File: src/rtl/spi_cmd_regs.sv
// SPI-written config/command registers with an acquisition control FSM.
// Tracks sticky status flags and a saturating count of accepted writes.
module spi_cmd_regs #(
    parameter int unsigned TIMEOUT_CYC = 255
) (
    input  logic       iclk,
    input  logic       rstn,
    input  logic       wr_strobe,
    input  logic [7:0] wr_addr,
    input  logic [7:0] wr_data,
    input  logic       done,
    output logic [7:0] cfg_reg1,
    output logic [7:0] cfg_reg2,
    output logic       cmd_start,
    output logic       cmd_clear,
    output logic       busy,
    output logic [7:0] status_reg,
    output logic [7:0] wr_count
);

    typedef enum logic [1:0] {
        IDLE,
        BUSY,
        DONE
    } state_t;

    state_t     state, state_nxt;
    logic [7:0] cnt, cnt_nxt, cnt_inc;
    logic       done_flag, done_flag_nxt;
    logic       timeout, timeout_nxt;
    logic       overrun, overrun_nxt;
    logic       bad_addr, bad_addr_nxt;
    logic       start_nxt, clear_nxt;
    logic       addr_ok, cmd_wr, start_req, clr_req;

    assign addr_ok   = (wr_addr >= 8'd1) && (wr_addr <= 8'd3);
    assign cmd_wr    = wr_strobe && (wr_addr == 8'd3);
    assign start_req = cmd_wr && wr_data[0];
    assign clr_req   = cmd_wr && wr_data[1];
    assign cnt_inc   = cnt + 8'd1;

    always_comb begin
        state_nxt     = state;
        cnt_nxt       = cnt;
        done_flag_nxt = done_flag;
        timeout_nxt   = timeout;
        overrun_nxt   = overrun;
        bad_addr_nxt  = bad_addr;
        start_nxt     = 1'b0;
        clear_nxt     = 1'b0;
        if (clr_req) begin
            // CLEAR overrides everything, including a START in the same byte
            clear_nxt     = 1'b1;
            state_nxt     = IDLE;
            cnt_nxt       = 8'd0;
            done_flag_nxt = 1'b0;
            timeout_nxt   = 1'b0;
            overrun_nxt   = 1'b0;
            bad_addr_nxt  = 1'b0;
        end else begin
            unique case (state)
                IDLE: begin
                    if (start_req) begin
                        start_nxt = 1'b1;
                        state_nxt = BUSY;
                        cnt_nxt   = 8'd0;
                    end
                end
                BUSY: begin
                    cnt_nxt = cnt_inc;
                    if (done) begin
                        state_nxt     = DONE;
                        done_flag_nxt = 1'b1;
                    end else if (cnt_inc == 8'(TIMEOUT_CYC)) begin
                        state_nxt   = IDLE;
                        timeout_nxt = 1'b1;
                        cnt_nxt     = 8'd0;
                    end
                    if (start_req) overrun_nxt = 1'b1;
                end
                DONE: begin
                    state_nxt = IDLE;
                    if (start_req) overrun_nxt = 1'b1;
                end
                default: state_nxt = IDLE;
            endcase
            if (wr_strobe && !addr_ok) bad_addr_nxt = 1'b1;
        end
    end

    always_ff @(posedge iclk or negedge rstn) begin
        if (!rstn) begin
            state     <= IDLE;
            cnt       <= 8'd0;
            done_flag <= 1'b0;
            timeout   <= 1'b0;
            overrun   <= 1'b0;
            bad_addr  <= 1'b0;
            cmd_start <= 1'b0;
            cmd_clear <= 1'b0;
        end else begin
            state     <= state_nxt;
            cnt       <= cnt_nxt;
            done_flag <= done_flag_nxt;
            timeout   <= timeout_nxt;
            overrun   <= overrun_nxt;
            bad_addr  <= bad_addr_nxt;
            cmd_start <= start_nxt;
            cmd_clear <= clear_nxt;
        end
    end

    always_ff @(posedge iclk or negedge rstn) begin
        if (!rstn) begin
            cfg_reg1 <= 8'd0;
            cfg_reg2 <= 8'd0;
            wr_count <= 8'd0;
        end else if (wr_strobe) begin
            if (wr_addr == 8'd1) cfg_reg1 <= wr_data;
            if (wr_addr == 8'd2) cfg_reg2 <= wr_data;
            if (addr_ok && wr_count != 8'hFF) wr_count <= wr_count + 8'd1;
        end
    end

    assign busy       = (state == BUSY);
    assign status_reg = {3'b000, bad_addr, overrun, timeout, done_flag, busy};

endmodule

File: config.mk
export PLATFORM = sky130hd
export DESIGN_NAME = spi_cmd_regs
export DESIGN_NICKNAME = d
export VERILOG_FILES = /design/src/rtl/spi_cmd_regs.sv
export SDC_FILE = /design/constraint.sdc
export NUM_CORES = 1
export LEC_CHECK = 0
export BUFFER_PORTS_ARGS = -buffer_cell sky130_fd_sc_hd__buf_2
export CAP_MARGIN = 20
export CORE_MARGIN = 2
export CORE_UTILIZATION = 44
export CTS_CLUSTER_SIZE = 28
export DETAILED_ROUTE_END_ITERATION = 6
export GPL_TIMING_DRIVEN = 0
export PLACE_DENSITY = 0.74
export SLEW_MARGIN = 20
export SYNTH_ARGS = -nofsm -noshare
export SYNTH_HDL_FRONTEND = slang
export SYNTH_SLANG_ARGS = --single-unit
File: constraint.sdc
create_clock -name iclk -period 3.1 [get_ports iclk]
set_input_delay 0.62 -clock iclk [delete_from_list [all_inputs] [get_ports iclk]]
set_output_delay 0.62 -clock iclk [all_outputs]
set_load 0.01 [all_outputs]
==> results of run 1 <==
==> cells in the mapped netlist, drive strengths merged (2+ instances only) <==
cell,instances,area (sq um)
inv,7,26.28
nor2b,3,18.77
mux2,17,221.5
nand2,17,63.81
xnor2,8,70.07
and4,4,35.03
o21a,3,22.52
dfrtp,40,1001
a21oi,4,20.02
nor3,5,30.03
and3,4,25.02
nand3,9,50.05
o211ai,2,15.01
or3b,2,17.52
ha,5,62.56
o2111ai,3,26.28
nor2,11,41.29
nand4,6,37.54
buf,11,87.58
o22a,2,17.52
a31oi,3,18.77
o21ai,6,30.03
==> power by group <==
group / total (mW) / switching [mW] / leakage (nW) / internal (mW)
Sequential: 0.585 / 0.0265 / 0.525 / 0.559
Combinational: 0.190 / 0.106 / 0.739 / 0.0847
Clock: 0.464 / 0.180 / 0.0645 / 0.284
Total: 1.24 / 0.312 / 1.33 / 0.928
==> layer usage <==
layer	track usage	wire, microns
met5	0	0
met4	0.07338	68
met3	0.04501	278
met2	0.2798	1929
met1	0.2005	1790
==> kinds of logic after synthesis <==
group	Yosys count
AO/OA/AOI/OAI	26
XOR/XNOR	9
adder cells (fa/ha/maj)	5
buffers and inverters	18
flip-flops	40
multiplexers	17
other	1
AND/OR/NAND/NOR	63
==> how the worst max path moves through the flow <==
stage / from / to / slack (ps) / cells after the start
floorplan: wr_addr[7] / cfg_reg2[0] / 1080 / 5
global placement: wr_addr[7] / cfg_reg2[2] / 860 / 6
detailed placement: wr_addr[7] / cfg_reg2[3] / 800 / 6
CTS: cnt[0] / cnt[3] / 1100 / 6
global route: cnt[0] / cnt[0] / 880 / 6
finish: cnt[0] / cnt[3] / 1090 / 6
==> area by class of cell <==
cell class	instances	area [sq um]
fill	394	1921
timing repair buffer	51	255.2
buffer	11	87.58
sequential	40	1001
clock inverter	1	30.03
clock buffer	7	96.34
tap	52	65.06
multi-input combinational	123	902.1
inverter	7	26.28
==> critical path, delay by kind of cell (launching register included) <==
kind	cells	cell delay, ps
DFF	1	400
AOI/OAI and AO/OA	3	890
adders and majority gates	1	210
and+or+nand+nor	2	430
==> flip-flops by register name, summed over array words and instances (netlist names) <==
signal and cells:
overrun 1, cfg_reg1 8, cmd_clear 1, cnt 8, timeout 1, state 2, bad_addr 1, cfg_reg2 8
cmd_start 1, wr_count 8, done_flag 1
==> through the flow <==
step	hold WS, ps	power, mW	cell area [sq um]
global placement	480.3	0.7798	2337
finish	444.8	1.240	2464
CTS	479.1	1.254	2464
floorplan	324.4	0.7119	2017
detailed placement	484.6	0.7844	2337
global route	512.1	1.301	2464
==> layout by cell type, fill, tap and decap left out, drive strengths merged, types with 4 or more instances in the layout <==
cell	instances
buf	62
dfrtp	40
nand2	17
mux2	17
nor2	11
nand3	9
xnor2	8
inv	7
clkbuf	7
nand4	6
o21ai	6
ha	5
nor3	5
and4	4
and3	4
a21oi	4
==> flow_metrics.py, run 1 <==
metrics = {
    "run_status": {
        "status": "finished clean",
    },
    "floorplanning": {
        "die_area_sq_um": 5124,
        "rows": 24,
        "coreArea_sq_um": 4384,
        "ios": 55,
        "start_util": 0.4583,
        "fp.dieW_microns": 71.58,
        "die_h_microns": 71.58,
    },
    "logic_synthesis": {
        "synth.distinct_cells": 35,
        "synth-edff-count": 0,
        "ys.flop_type": "dfrtp_1",
        "yosys_warnings": 0,
        "async_flop_share": 1.000,
        "synth_compound_area_frac": 0.08966,
        "ys_seq_area_frac": 0.4981,
        "synthAdderAreaFrac": 0.03113,
        "yosys_register_bits": 40,
        "muxShareOfSynthArea": 0.1102,
        "synth-simple-area-share": 0.1731,
        "synth-xor-area-share": 0.03923,
        "syn_area_sq_um": 2009,
        "postSynthCellCount": 179,
        "synth_top_family_by_area": "simple AND/OR/NAND/NOR gates",
        "postSynthAreaPerCell_sq_um": 11.23,
    },
    "sta": {
        "setup_viol": 0,
        "slew_headroom": 0.4140,
        "layout_setup_ws_ps": 1091,
        "rsz0062_at_grt": "no",
        "drv_slew": 0,
        "max_freq_mhz": 497.8,
        "layout_min_cycle_time_ps": 2009,
        "skew_ps": 4.929,
        "worst_pin_slew_ps": 879.0,
        "fin_crit_sh": 0.6480,
        "tns_ps": 0,
        "hold_viol": 0,
    },
    "clock_tree": {
        "htreeDepth": 2,
        "clk_pin_slew_worst_paths_ps": 80,
        "ctsResizeCount": 0,
        "clkSinkCount": 40,
        "cts.path.max_buffers": 2,
        "hold_buffers": 0,
        "root_buffer": "clkbuf_8",
        "cts_tree": "yes",
        "cts_buffers": 5,
        "clk-insertion-delay-late_ps": 290,
        "postCtsSetupRepairBufs": 0,
    },
    "worst_hold_path": {
        "hp-class": "input port to async pin",
    },
    "detailed_routing": {
        "viasPerCell": 5.390,
        "route.detailed.drc": 0,
        "vias": 1574,
        "drt_iter0_markers": 125,
        "routed_wl_mm": 4.066,
        "ant_nets": 0,
        "dr.pass1.iters": 4,
        "wire_per_inst_microns": 13.92,
    },
    "critical_path": {
        "crit_top_cell": "nand3_1",
        "r2r-start": "cnt[0]",
        "crit_type": "flop to flop",
        "r2r_cells": 6,
        "reg2reg_slack_ps": 1090,
        "cp_slowest_stage_delay_ps": 410,
        "r2r_end": "cnt[3]",
        "arrival_ps": 2210,
        "crit_required_ps": 3300,
        "path_cells": "ha_1 -> nand3_1 -> o21a_1 -> o2111ai_1 -> nand3_1 -> o211ai_1",
        "worst_setup_path_start_kind": "flop",
        "end_kind": "flop",
        "slowest_stage": "o2111ai_1",
        "cp_max_fo": 5,
    },
    "placement": {
        "dpl.hpwl_mm": 2.874,
        "placed_cells": 284,
        "numPortBuffers": 51,
        "detailedPlace.worstSlack_ps": 800.3,
        "gp_congestion": 0.8824,
    },
    "global_route": {
        "grt_max_degree": 41,
        "grt_antenna_before_repair": 0,
        "grt_pass1_wl_mm": 6.768,
        "grt_pass1_vias": 1535,
        "track_usage": 0.1666,
        "grt.overflow.total": 0,
    },
    "power": {
        "p_leak_nw": 1.329,
        "p_per_area_nw_per_um2": 503.4,
        "ir_drop_mv": 0.3673,
    },
    "finish": {
        "drive_gt1_frac": 0.3792,
        "fin_nets": 264,
        "stdcell_count": 292,
        "syn_to_final_growth_pct": 22.60,
        "n_antenna_cell": 0,
        "fin_util": 0.5619,
    },
    "job": {
        "max_cap_viol_count": 0,
    },
}
Note: power is estimated with default switching activity, not from simulation.
==> run 2, diff against run 1 <==
--- a/config.mk
+++ b/config.mk
@@ -12,7 +12,7 @@
 export CTS_CLUSTER_SIZE = 28
 export DETAILED_ROUTE_END_ITERATION = 6
 export GPL_TIMING_DRIVEN = 0
-export PLACE_DENSITY = 0.74
+export PLACE_DENSITY = 0.77
 export SLEW_MARGIN = 20
 export SYNTH_ARGS = -nofsm -noshare
 export SYNTH_HDL_FRONTEND = slang
==> constraint.sdc (replaced) <==
create_clock -name iclk -period 1.8 [get_ports iclk]
set_input_delay 0.36 -clock iclk [delete_from_list [all_inputs] [get_ports iclk]]
set_output_delay 0.36 -clock iclk [all_outputs]
set_load 0.01 [all_outputs]
==> flow_metrics.py, run 2 (same netlist as run 1, synthesis figures left out) <==
metrics = {
    "floorplanning": {
        "ios": 55,
        "rows": 24,
        "coreArea_sq_um": 4384,
        "start_util": 0.4583,
        "die_h_microns": 71.58,
        "die_area_sq_um": 5124,
        "fp.dieW_microns": 71.58,
    },
    "sta": {
        "fin_crit_sh": 1.008,
        "layout_min_cycle_time_ps": 1815,
        "slew_headroom": 0.4131,
        "max_freq_mhz": 550.9,
        "tns_ps": -15.15,
        "hold_viol": 0,
        "layout_setup_ws_ps": -15.15,
        "drv_slew": 0,
        "setup_viol": 1,
        "skew_ps": 1.348,
        "rsz0062_at_grt": "yes",
        "worst_pin_slew_ps": 880.4,
    },
    "global_route": {
        "grt.overflow.total": 0,
        "grt_max_degree": 41,
        "grt_pass1_vias": 1363,
        "grt_antenna_before_repair": 0,
        "track_usage": 0.1676,
        "grt_pass1_wl_mm": 6.713,
    },
    "critical_path": {
        "crit_type": "flop to flop",
        "cp_max_fo": 4,
        "end_kind": "flop",
        "crit_required_ps": 1980,
        "critPathTopFamily": "compound AO/OA/AOI/OAI gates",
        "arrival_ps": 2000,
        "worst_setup_path_start_kind": "flop",
        "path_cells": "buf_6 -> ha_4 -> and4_1 -> o21a_1 -> o211a_1 -> o31a_1 -> o221a_2",
        "setup.worst_path.start": "cnt[1]",
        "cp_slowest_stage_delay_ps": 430,
        "r2r-start": "cnt[1]",
        "cp_num_buf_inv": 1,
        "slowest_stage": "dfrtp_1",
    },
    "clock_tree": {
        "htreeDepth": 2,
        "root_buffer": "clkbuf_8",
        "clkSinkCount": 40,
        "cts_buffers": 5,
        "cts.path.max_buffers": 2,
        "cts_tree": "yes",
        "clk_pin_slew_worst_paths_ps": 70,
        "clk-insertion-delay-late_ps": 290,
        "hold_buffers": 0,
    },
    "placement": {
        "gp_congestion": 0.8426,
        "numPortBuffers": 51,
        "dpl.hpwl_mm": 2.953,
        "detailedPlace.worstSlack_ps": -197.3,
    },
    "finish": {
        "drive_gt1_frac": 0.4262,
        "layout_common_cells": "buf_2 (52), dfrtp_1 (39), nand2_1 (17)",
        "filler_cell_count": 378,
        "final_common_cell": "buf_2",
        "syn_to_final_growth_pct": 26.40,
        "fin_nets": 268,
        "n_antenna_cell": 0,
    },
    "power": {
        "total_power_mw": 2.033,
        "p_per_area_nw_per_um2": 800.3,
        "ir_drop_mv": 0.7211,
        "p_leak_nw": 1.330,
    },
    "detailed_routing": {
        "routed_wl_mm": 4.098,
        "viasPerCell": 5.220,
        "route.detailed.drc": 0,
        "dr.pass1.iters": 5,
        "wire_per_inst_microns": 13.84,
        "drt_iter0_markers": 94,
        "ant_nets": 0,
        "vias": 1545,
    },
    "job": {
        "max_cap_viol_count": 0,
    },
    "run_status": {
        "violations": "negative setup slack",
        "status": "complete, but fails checks",
    },
    "worst_hold_path": {
        "hp-class": "input port to async pin",
    },
}
-- run 2: cell type report --
class / count / area [sq um] / area share
tap: 52 / 65.06 / 0.02562
inverter: 7 / 28.78 / 0.01133
buffer: 11 / 87.58 / 0.03448
clock inverter: 1 / 7.507 / 0.002956
timing repair buffer: 55 / 292.8 / 0.1153
clock buffer: 7 / 86.33 / 0.03399
sequential: 40 / 1002 / 0.3946
multi-input combinational: 123 / 969.7 / 0.3818
-- run 2: where the power goes --
part / internal [mW] / switching [mW]
Clock: 0.312 / 0.314
Sequential: 0.963 / 0.0524
Combinational: 0.185 / 0.207
-- run 2: timing repair --
| action | CTS | global route |
|---|---|---|
| gates cloned | 0 | 0 |
| pin swaps | 2 | 3 |
| buffers inserted | 3 | 1 |
| resized for setup | 8 | 9 |
| endpoints found under the setup margin | 6 | 12 |
-- run 2: metrics by stage --
| stage | instance area, sq um | cells | hold WS [ps] | utilization |
|---|---|---|---|---|
| after floorplan | 2017 | 181 | 64.41 | - |
| after global routing | 2540 | 296 | 256.1 | 0.5793 |
| after detailed placement | 2337 | 284 | 487.4 | 0.5331 |
| final | 2540 | 296 | 181.4 | 0.5793 |
| after global placement | 2337 | 284 | 471.6 | 0.5331 |
| after CTS | 2491 | 295 | 212.8 | 0.5682 |
-- run 2: metal layers --
metal | share of wire | GRT usage | vias up
li1 | - | - | 756
met1 | 0.47 | 0.2374 | 748
met2 | 0.48 | 0.2500 | 35
met3 | 0.045 | 0.05345 | 6
met4 | 0.012 | 0.04403 | 0
met5 | 0 | 0 | -
-- run 2: worst paths after layout --
kind / end / slack (ps) / cells after the start
min in group iclk: cfg_reg1[2] / 310 / 2
min reg2reg: cfg_reg1[1] / 500 / 1
min: wr_count[5] / 180 / 1
max in group asynchronous: cnt[0] / 1020 / 1
max: state[0] / -20 / 7
max reg2reg: state[0] / -20 / 7
==> run 3, diff against run 2 <==
--- a/config.mk
+++ b/config.mk
@@ -8,11 +8,11 @@
 export BUFFER_PORTS_ARGS = -buffer_cell sky130_fd_sc_hd__buf_2
 export CAP_MARGIN = 20
 export CORE_MARGIN = 2
-export CORE_UTILIZATION = 44
+export CORE_UTILIZATION = 47
 export CTS_CLUSTER_SIZE = 28
 export DETAILED_ROUTE_END_ITERATION = 6
 export GPL_TIMING_DRIVEN = 0
-export PLACE_DENSITY = 0.77
+export PLACE_DENSITY = 0.81
 export SLEW_MARGIN = 20
 export SYNTH_ARGS = -nofsm -noshare
 export SYNTH_HDL_FRONTEND = slang
==> flow_metrics.py, run 3 (same netlist as run 1, synthesis figures left out) <==
metrics = {
    "run_status": {
        "status": "finished clean",
    },
    "job": {
        "max_cap_viol_count": 0,
    },
    "clock_tree": {
        "htreeDepth": 2,
        "cts_buffers": 5,
        "root_buffer": "clkbuf_8",
        "cts.path.max_buffers": 2,
        "clkSinkCount": 40,
        "clk_pin_slew_worst_paths_ps": 80,
        "hold_buffers": 0,
        "cts_tree": "yes",
        "clk-insertion-delay-late_ps": 290,
    },
    "sta": {
        "worst_pin_slew_ps": 874.1,
        "layout_setup_ws_ps": 48.35,
        "max_freq_mhz": 570.9,
        "layout_min_cycle_time_ps": 1752,
        "slew_headroom": 0.4173,
        "hold_viol": 0,
        "setup_viol": 0,
        "rsz0062_at_grt": "yes",
        "drv_slew": 0,
        "skew_ps": 8.194,
        "holdWs_ps": 173.0,
        "fin_crit_sh": 0.9731,
    },
    "placement": {
        "placed_cells": 282,
        "detailedPlace.worstSlack_ps": -209.2,
        "gp_congestion": 0.8711,
        "dpl.hpwl_mm": 2.907,
        "place_area_sq_um": 2335,
        "numPortBuffers": 51,
    },
    "finish": {
        "drive_gt1_frac": 0.4108,
        "layout_common_cells": "buf_2 (52), dfrtp_1 (38), nand2_1 (17)",
        "n_antenna_cell": 0,
        "fin_nets": 265,
        "final_common_cell": "buf_2",
        "design_area_sq_um": 2489,
        "syn_to_final_growth_pct": 23.85,
        "fin_util": 0.6133,
        "stdcell_count": 291,
    },
    "critical_path": {
        "slowest_stage": "dfrtp_2",
        "end_kind": "flop",
        "arrival_ps": 1940,
        "path_cells": "ha_4 -> nand3_4 -> o21a_1 -> o211a_1 -> o31a_1 -> o221a_2",
        "cp_max_fo": 5,
        "worst_setup_path_start_kind": "flop",
        "crit_type": "flop to flop",
        "crit_required_ps": 1990,
        "cp_slowest_stage_delay_ps": 410,
    },
    "detailed_routing": {
        "vias": 1550,
        "ant_nets": 0,
        "route.detailed.drc": 0,
        "dr.pass1.iters": 4,
        "viasPerCell": 5.326,
        "wire_per_inst_microns": 14.25,
        "drt_iter0_markers": 63,
        "routed_wl_mm": 4.147,
    },
    "floorplanning": {
        "start_util": 0.4952,
        "rows": 23,
        "die_h_microns": 69.39,
        "coreArea_sq_um": 4058,
        "ios": 55,
        "fp.dieW_microns": 69.39,
        "die_area_sq_um": 4814,
    },
    "global_route": {
        "grt_max_degree": 41,
        "track_usage": 0.1794,
        "grt_pass1_vias": 1517,
        "grt_antenna_before_repair": 0,
        "grt_pass1_wl_mm": 6.948,
        "grt.overflow.total": 0,
    },
    "power": {
        "p_leak_nw": 1.316,
        "ir_drop_mv": 0.5601,
        "p_per_area_nw_per_um2": 787.9,
    },
    "worst_hold_path": {
        "hp-class": "input port to async pin",
    },
}
-- run 3: report_power, final --
| group | internal (mW) | switching (mW) |
|---|---|---|
| clock | 0.277 | 0.305 |
| sequential | 0.964 | 0.0532 |
| combinational | 0.164 | 0.198 |
-- run 3: layer usage --
metal / routed length (microns) / global-route usage / share of wire / up-vias
met5: 0 / 0 / 0 / -
met4: 66 / 0.07625 / 0.016 / 0
met3: 213 / 0.04215 / 0.051 / 6
met2: 2008 / 0.2756 / 0.48 / 44
met1: 1859 / 0.2434 / 0.45 / 752
li1: - / - / - / 748
-- run 3: critical path, delay by kind of cell, from the launching register on --
kind / cells / cell delay [ps]
AO/OA/AOI/OAI: 4 / 980
adder cells (fa/ha/maj): 1 / 160
flip-flops: 1 / 410
AND/OR/NAND/NOR: 1 / 90
-- run 3: worst paths after layout --
path	from	slack (ps)	end	depth (start not counted)
setup / recovery	cnt[0]	50	state[0]	6
hold / removal	rstn	170	wr_count[4]	1
setup reg to reg	cnt[0]	50	state[0]	6
hold reg to reg	cfg_reg1[4]	500	cfg_reg1[4]	1
max in group asynchronous	rstn	1020	cnt[0]	1
min in group iclk	wr_data[2]	310	cfg_reg2[2]	2
-- run 3: metrics by stage --
stage	power, mW	setup TNS, ps
2_1_floorplan	1.226	0
3_3_place_gp	1.342	-3235
3_5_place_dp	1.355	-4172
4_1_cts	1.976	0
5_1_grt	2.069	-48.22
6_report	1.961	0
-- run 3: timing repair --
action                     4_1_cts  5_1_grt
gates resized for setup          7        6
buffers inserted                 1        0
pin swaps                        3        0
setup endpoints to repair        6       13
-- run 3: cell type report --
type                       instances  area [sq um]
buffer                            11         87.58
clock buffer                       7         76.32
clock inverter                     1         8.758
fill                             341          1569
inverter                           7         26.28
multi-input combinational        123         960.9
sequential                        40          1003
tap                               50         62.56
timing repair buffer              52         262.8
